==> src/rtl/npc_ctrl_pkg.sv <==
// Shared definitions for the next-PC controller: branch type and FSM state
// encodings plus the ALU compare-true constant.
package npc_ctrl_pkg;

  typedef enum logic [3:0] {
    BR_NONE = 4'd0,
    BR_BEQ  = 4'd1,
    BR_BNE  = 4'd2,
    BR_BLT  = 4'd3,
    BR_BGE  = 4'd4,
    BR_BLTU = 4'd5,
    BR_BGEU = 4'd6,
    BR_JAL  = 4'd7,
    BR_JALR = 4'd8
  } br_type_t;

  typedef enum logic [1:0] {
    ST_BOOT  = 2'd0,
    ST_RUN   = 2'd1,
    ST_HOLD  = 2'd2,
    ST_REDIR = 2'd3
  } state_t;

  localparam logic [31:0] ALU_TRUE = 32'd1;

  // JALR targets are always halfword aligned.
  function automatic logic [31:0] clr_lsb(input logic [31:0] a);
    return a & ~32'd1;
  endfunction

endpackage

==> src/rtl/npc_ctrl_if.sv <==
// Bus between the next-PC controller (master) and the fetch/execute pipeline (slave).
// Handshake: a fetch of pc completes on a cycle with pc_valid && if_ready && !stall;
// until then pc holds steady. ex_valid qualifies br_type/ex_pc/imm/rs1/alu_c/alu_zero.
interface npc_ctrl_if;
  import npc_ctrl_pkg::*;

  logic        ex_valid;
  br_type_t    br_type;
  logic [31:0] ex_pc;
  logic [31:0] imm;
  logic [31:0] rs1;
  logic [31:0] alu_c;
  logic        alu_zero;
  logic        stall;
  logic        if_ready;
  logic [31:0] pc;
  logic        pc_valid;
  logic        flush;
  logic        taken;

  modport master (
    input  ex_valid, br_type, ex_pc, imm, rs1, alu_c, alu_zero, stall, if_ready,
    output pc, pc_valid, flush, taken
  );

  modport slave (
    output ex_valid, br_type, ex_pc, imm, rs1, alu_c, alu_zero, stall, if_ready,
    input  pc, pc_valid, flush, taken
  );
endinterface

==> src/rtl/npc_ctrl_br_decide.sv <==
// Combinational branch resolution: taken decision and redirect target.
module br_decide
  import npc_ctrl_pkg::*;
(
  input  br_type_t    br_type,
  input  logic [31:0] alu_c,
  input  logic        alu_zero,
  input  logic [31:0] ex_pc,
  input  logic [31:0] imm,
  input  logic [31:0] rs1,
  output logic        take,
  output logic [31:0] target
);

  // alu_zero already encodes every compare outcome, so alu_c is not consulted.
  logic unused_alu_c;
  assign unused_alu_c = |alu_c;

  always_comb begin
    take   = 1'b0;
    target = ex_pc + imm;
    case (br_type)
      BR_BEQ:  take = alu_zero;
      BR_BNE,
      BR_BLT,
      BR_BGE,
      BR_BLTU,
      BR_BGEU: take = ~alu_zero;
      BR_JAL:  take = 1'b1;
      BR_JALR: begin
        take   = 1'b1;
        target = clr_lsb(rs1 + imm);
      end
      default: take = 1'b0;
    endcase
  end

endmodule

==> src/rtl/npc_ctrl.sv <==
// Next-PC controller: sequential fetch, redirect with flush bubbles, stall hold.
// Optional NPC_BR_STATS_EN adds resolved/taken branch counters.
module npc_ctrl
  import npc_ctrl_pkg::*;
#(
  parameter logic [31:0] RESET_PC         = 32'h0000_0000,
  parameter int          REDIRECT_BUBBLES = 1
) (
  input  logic       clk,
  input  logic       rstn,
  npc_ctrl_if.master bus,
  output state_t     state
`ifdef NPC_BR_STATS_EN
  ,
  output logic [31:0] br_cnt,
  output logic [31:0] br_taken_cnt
`endif
);

  localparam logic [1:0] BUB_LAST = 2'(REDIRECT_BUBBLES - 1);

  state_t      state_q;
  logic [31:0] pc_q;
  logic        pc_valid_q;
  logic        flush_q;
  logic        taken_q;
  logic [1:0]  bub_q;

  logic        take;
  logic [31:0] target;
  logic        resolve;

  br_decide u_br_decide (
    .br_type  (bus.br_type),
    .alu_c    (bus.alu_c),
    .alu_zero (bus.alu_zero),
    .ex_pc    (bus.ex_pc),
    .imm      (bus.imm),
    .rs1      (bus.rs1),
    .take     (take),
    .target   (target)
  );

  assign resolve = bus.ex_valid && !bus.stall;

  always_ff @(posedge clk or negedge rstn) begin
    if (!rstn) begin
      state_q    <= ST_BOOT;
      pc_q       <= RESET_PC;
      pc_valid_q <= 1'b0;
      flush_q    <= 1'b0;
      taken_q    <= 1'b0;
      bub_q      <= 2'd0;
    end else begin
      if (resolve) taken_q <= take;
      case (state_q)
        ST_BOOT: begin
          state_q    <= ST_RUN;
          pc_valid_q <= 1'b1;
        end
        // Leaving HOLD behaves like RUN so a re-presented redirect or a
        // completing fetch handshake is honoured on the release cycle.
        ST_RUN, ST_HOLD: begin
          if (bus.stall) begin
            state_q <= ST_HOLD;
          end else if (bus.ex_valid && take) begin
            state_q    <= ST_REDIR;
            pc_q       <= target;
            pc_valid_q <= 1'b0;
            flush_q    <= 1'b1;
            bub_q      <= BUB_LAST;
          end else begin
            state_q <= ST_RUN;
            if (pc_valid_q && bus.if_ready) pc_q <= pc_q + 32'd4;
          end
        end
        ST_REDIR: begin
          if (!bus.stall) begin
            if (bub_q == 2'd0) begin
              state_q    <= ST_RUN;
              pc_valid_q <= 1'b1;
              flush_q    <= 1'b0;
            end else begin
              bub_q <= bub_q - 2'd1;
            end
          end
        end
        default: state_q <= ST_BOOT;
      endcase
    end
  end

  assign bus.pc       = pc_q;
  assign bus.pc_valid = pc_valid_q;
  assign bus.flush    = flush_q;
  assign bus.taken    = taken_q;
  assign state        = state_q;

`ifdef NPC_BR_STATS_EN
  always_ff @(posedge clk or negedge rstn) begin
    if (!rstn) begin
      br_cnt       <= 32'd0;
      br_taken_cnt <= 32'd0;
    end else if (resolve && bus.br_type != BR_NONE) begin
      br_cnt <= br_cnt + 32'd1;
      if (take) br_taken_cnt <= br_taken_cnt + 32'd1;
    end
  end
`else
  // No statistics counters in this build.
`endif

endmodule

==> src/flat_wrapper.sv <==
// flat-port wrapper written by rule: the top's interface ports become plain ports
module npc_ctrl_flat import npc_ctrl_pkg::*;
#(
  parameter logic [31:0] RESET_PC         = 32'h0000_0000,
  parameter int          REDIRECT_BUBBLES = 1
)
  (clk, rstn, state, bus_ex_valid, bus_br_type, bus_ex_pc, bus_imm, bus_rs1, bus_alu_c, bus_alu_zero, bus_stall, bus_if_ready, bus_pc, bus_pc_valid, bus_flush, bus_taken);
  npc_ctrl_if bus_i ();
  input  logic clk;
  input  logic rstn;
  output state_t state;
  input wire logic [$bits(bus_i.ex_valid)-1:0] bus_ex_valid;
  input wire logic [$bits(bus_i.br_type)-1:0] bus_br_type;
  input wire logic [$bits(bus_i.ex_pc)-1:0] bus_ex_pc;
  input wire logic [$bits(bus_i.imm)-1:0] bus_imm;
  input wire logic [$bits(bus_i.rs1)-1:0] bus_rs1;
  input wire logic [$bits(bus_i.alu_c)-1:0] bus_alu_c;
  input wire logic [$bits(bus_i.alu_zero)-1:0] bus_alu_zero;
  input wire logic [$bits(bus_i.stall)-1:0] bus_stall;
  input wire logic [$bits(bus_i.if_ready)-1:0] bus_if_ready;
  output wire logic [$bits(bus_i.pc)-1:0] bus_pc;
  output wire logic [$bits(bus_i.pc_valid)-1:0] bus_pc_valid;
  output wire logic [$bits(bus_i.flush)-1:0] bus_flush;
  output wire logic [$bits(bus_i.taken)-1:0] bus_taken;
  assign bus_i.ex_valid = bus_ex_valid;
  assign bus_i.br_type = bus_br_type;
  assign bus_i.ex_pc = bus_ex_pc;
  assign bus_i.imm = bus_imm;
  assign bus_i.rs1 = bus_rs1;
  assign bus_i.alu_c = bus_alu_c;
  assign bus_i.alu_zero = bus_alu_zero;
  assign bus_i.stall = bus_stall;
  assign bus_i.if_ready = bus_if_ready;
  assign bus_pc = bus_i.pc;
  assign bus_pc_valid = bus_i.pc_valid;
  assign bus_flush = bus_i.flush;
  assign bus_taken = bus_i.taken;
  npc_ctrl #(.RESET_PC(RESET_PC), .REDIRECT_BUBBLES(REDIRECT_BUBBLES)) u_core (.clk(clk), .rstn(rstn), .bus(bus_i), .state(state));
endmodule
==> config.mk <==
export PLATFORM = sky130hd
export DESIGN_NAME = npc_ctrl_flat
export DESIGN_NICKNAME = d
export VERILOG_FILES = /design/src/rtl/npc_ctrl_pkg.sv /design/src/rtl/npc_ctrl_if.sv /design/src/rtl/npc_ctrl_br_decide.sv /design/src/rtl/npc_ctrl.sv /design/src/flat_wrapper.sv
export SDC_FILE = /design/constraint.sdc
export NUM_CORES = 1
export LEC_CHECK = 0
export ABC_CLOCK_PERIOD_IN_PS = 5420
export CAP_MARGIN = 10
export CORE_UTILIZATION = 45
export CTS_CLUSTER_DIAMETER = 200
export DETAILED_ROUTE_END_ITERATION = 8
export PLACE_DENSITY = 0.72
export SLEW_MARGIN = 20
export SYNTH_ARGS = -nofsm -noshare
export SYNTH_HDL_FRONTEND = slang
export SYNTH_SLANG_ARGS = --single-unit
==> constraint.sdc <==
create_clock -name clk -period 5.42 [get_ports clk]
set_clock_uncertainty 0.1 [all_clocks]
set_input_delay 0.813 -clock clk [delete_from_list [all_inputs] [get_ports clk]]
set_output_delay 0.813 -clock clk [all_outputs]
set_load 0.02 [all_outputs]
==> results.sh <==
export IMPL_status="finished clean"
export IMPL_ys_warnings_count=0
export IMPL_grt_max_degree=40
export IMPL_antenna_found_initial=0
export IMPL_numCtsBuffers=5
export IMPL_drive_above_1_share_pct=3.37
export IMPL_clk_latency_ps=280
export IMPL_synth_distinct_cells=72
export IMPL_first_pass_iters=5
export IMPL_hold_path_class="flip-flop to flip-flop"
export IMPL_cts_tree="done"
export IMPL_synth_top_family_by_area="compound AO/OA/AOI/OAI gates"
export IMPL_ios=175
export IMPL_die_area_sq_um=13900
export IMPL_clock_sinks=39
export IMPL_r2r_slack_ps=2660
export IMPL_synth_area_sq_um=6060
export IMPL_avgViaCountPerCell=5.97
export IMPL_drt_iter0_drc=626
export IMPL_seq_area_frac_synth_pct=16.1
export IMPL_vdd_drop_max_mv=0.157
export IMPL_drc=0
export IMPL_setup_tns_ps=0
export IMPL_grt_pass1_vias=6223
export IMPL_crit_required_ps=5490
export IMPL_synth_compound_area_share_pct=34.2
export IMPL_synth_avg_cell_area_sq_um=7.34
export IMPL_dpl_cell_count=1117
export IMPL_grt_pass1_wl_um=30300
export IMPL_cts_setup_buffers=0
export IMPL_place_ws_ps=1150
export IMPL_grt_total_usage_pct=26.2
export IMPL_area_delta_synth_final_pct=28.5
export IMPL_cts_resized=0
export IMPL_cp_arrival_ps=4120
export IMPL_p_per_area_nw_per_um2=290
export IMPL_min_period_ps=4060
export IMPL_final_cell_mix="clkdlybuf4s50_1, a21oi_1, nand2_1"
export IMPL_synth_fa_ha_area_share_pct=13.9
export IMPL_grt_remaining_overflow=0
export IMPL_async_flop_share_pct=100
export IMPL_portBuffers=142
export IMPL_post_route_util_pct=59.1
export IMPL_path_class="input port to flip-flop"
export IMPL_max_cap_viol_count=0
export IMPL_finalWorstSetupSlack_ps=1360
export IMPL_leakage_nw=3.23
export IMPL_synth_simple_area_share_pct=23.2
export IMPL_dp_hpwl_um=14700
export IMPL_htreeDepth=2
export IMPL_max_freq_ghz=0.246
export IMPL_synth_top_flop_cell="dfrtp_1"
export IMPL_core_sq_um=13200
export IMPL_grt_setup_unrepaired="false"
export IMPL_gp_congestion=0.937
export IMPL_synth_edf_count=0
export IMPL_post_drt_wl_per_cell_um=16.3
export IMPL_num_vias=6721
export IMPL_finalMaxSlewViolations=0
export IMPL_rows=42
export IMPL_cts_root_buf="clkbuf_16"
export IMPL_synthCells=826
export IMPL_setup_viol=0
export IMPL_clk_path_buf_depth=2
export IMPL_syn_nets=1030
export IMPL_cp_max_fo=7
export IMPL_hold_violations=0
export IMPL_diodes=0
export IMPL_r2r_cells=10
export IMPL_nNetsFinal=1152
export IMPL_instances_no_fill=1125
export IMPL_die_x_um=118
export IMPL_totalWireLength_um=18300
export IMPL_muxShareOfSynthArea_pct=1.69
export IMPL_crit_path_end_kind="flip-flop"
export IMPL_relSlewSlack_pct=43.0
export IMPL_holdPathStages=2
export IMPL_initial_core_util_pct=46.0
export IMPL_worst_slew_pin_slew_ps=855
export IMPL_hold_ws_ps=372
export IMPL_postCtsHoldBufs=0
export IMPL_synth_seq_cells=39
export IMPL_setup_worst_path_start_class="input port"
export IMPL_clk_pin_slew_ps=60
export IMPL_fin_crit_sh_pct=74.9
export IMPL_yosys_area_share_xor_xnor_pct=7.22
export IMPL_die_y_um=118
export IMPL_layout_commonest_cell="clkdlybuf4s50_1"
export IMPL_ant_nets=0
[sequential cells by signal (all words and copies together) (netlist names)]
name and cells:
u_core.bus.pc_valid 1, u_core.bus.pc 32, u_core.bub_q 2, u_core.state 2
u_core.bus.taken 1, u_core.bus.flush 1
[cell families after synthesis]
kind of cell / Yosys count
AOI/OAI and AO/OA: 321
xor gates and xnor gates: 50
adders and majority gates: 66
and+or+nand+nor: 283
buffers and inverters: 57
DFF: 39
muxes: 10
[layout make-up]
class | instances | area (sq um)
flip-flops and latches | 39 | 976
inverters | 24 | 90.1
repair buffers | 148 | 1460
well taps | 176 | 220
clock inverters | 2 | 35.0
clock buffers | 6 | 139
multi-input cells | 730 | 4870
fillers | 1244 | 5400
[through the flow]
stage,cell area [sq um],total power [mW]
2_1_floorplan,6060,1.36
3_3_place_gp,7620,1.89
3_5_place_dp,7620,1.90
4_1_cts,7790,2.25
5_1_grt,7790,2.41
6_report,7790,2.26
[worst max-delay path, stage by stage]
cell and delay, ps:
clkdlybuf4s50_1 430, ha_1 410, a21o_1 240, or2_1 230, a2111oi_0 600, nor3_1 110, a21oi_1 240, nand2b_1 100
a41oi_1 300, mux2_1 360, a211o_1 290
[worst paths after layout]
| check | from | end |
|---|---|---|
| worst max-delay path | bus_imm[22] | u_core.bus.pc[31] |
| worst min-delay path | u_core.bus.flush | u_core.bus.flush |
| worst max register to register | u_core.bus.pc[2] | u_core.bus.pc[28] |
| worst min register to register | u_core.bus.flush | u_core.bus.flush |
| max in group asynchronous | rstn | u_core.bus.pc[31] |
| min in group asynchronous | rstn | u_core.bus.pc[1] |
[cells in the mapped netlist, types with 14 or more instances]
master    number  area, sq um
a21o_1        31          233
a21oi_1       97          485
a31oi_1       15         93.8
and3_1        18          113
clkbuf_1      26         97.6
dfrtp_1       39          976
ha_1          64          801
inv_1         24         90.1
nand2_1       86          323
nand3_1       35          175
nor2_1        51          191
nor3_1        19         95.1
o211ai_1      14          105
o21ai_0       60          300
xnor2_1       32          280
xor2_1        18          158
[power breakdown]
group | leakage, nW | switching, mW | internal [mW] | total, mW
logic | 2.66 | 0.717 | 0.610 | 1.33
clock network | 0.0868 | 0.115 | 0.229 | 0.343
registers | 0.479 | 0.172 | 0.418 | 0.589
total | 3.23 | 1.00 | 1.26 | 2.26
[layer usage]
layer | track usage (%) | up-vias | part of all wire, %
li1 | - | 3370 | -
met1 | 39.2 | 3096 | 50
met2 | 41.0 | 239 | 43
met3 | 2.18 | 16 | 6.4
met4 | 4.81 | 0 | 1.1
met5 | 0 | - | 0
Note: power is estimated with default switching activity, not from simulation.
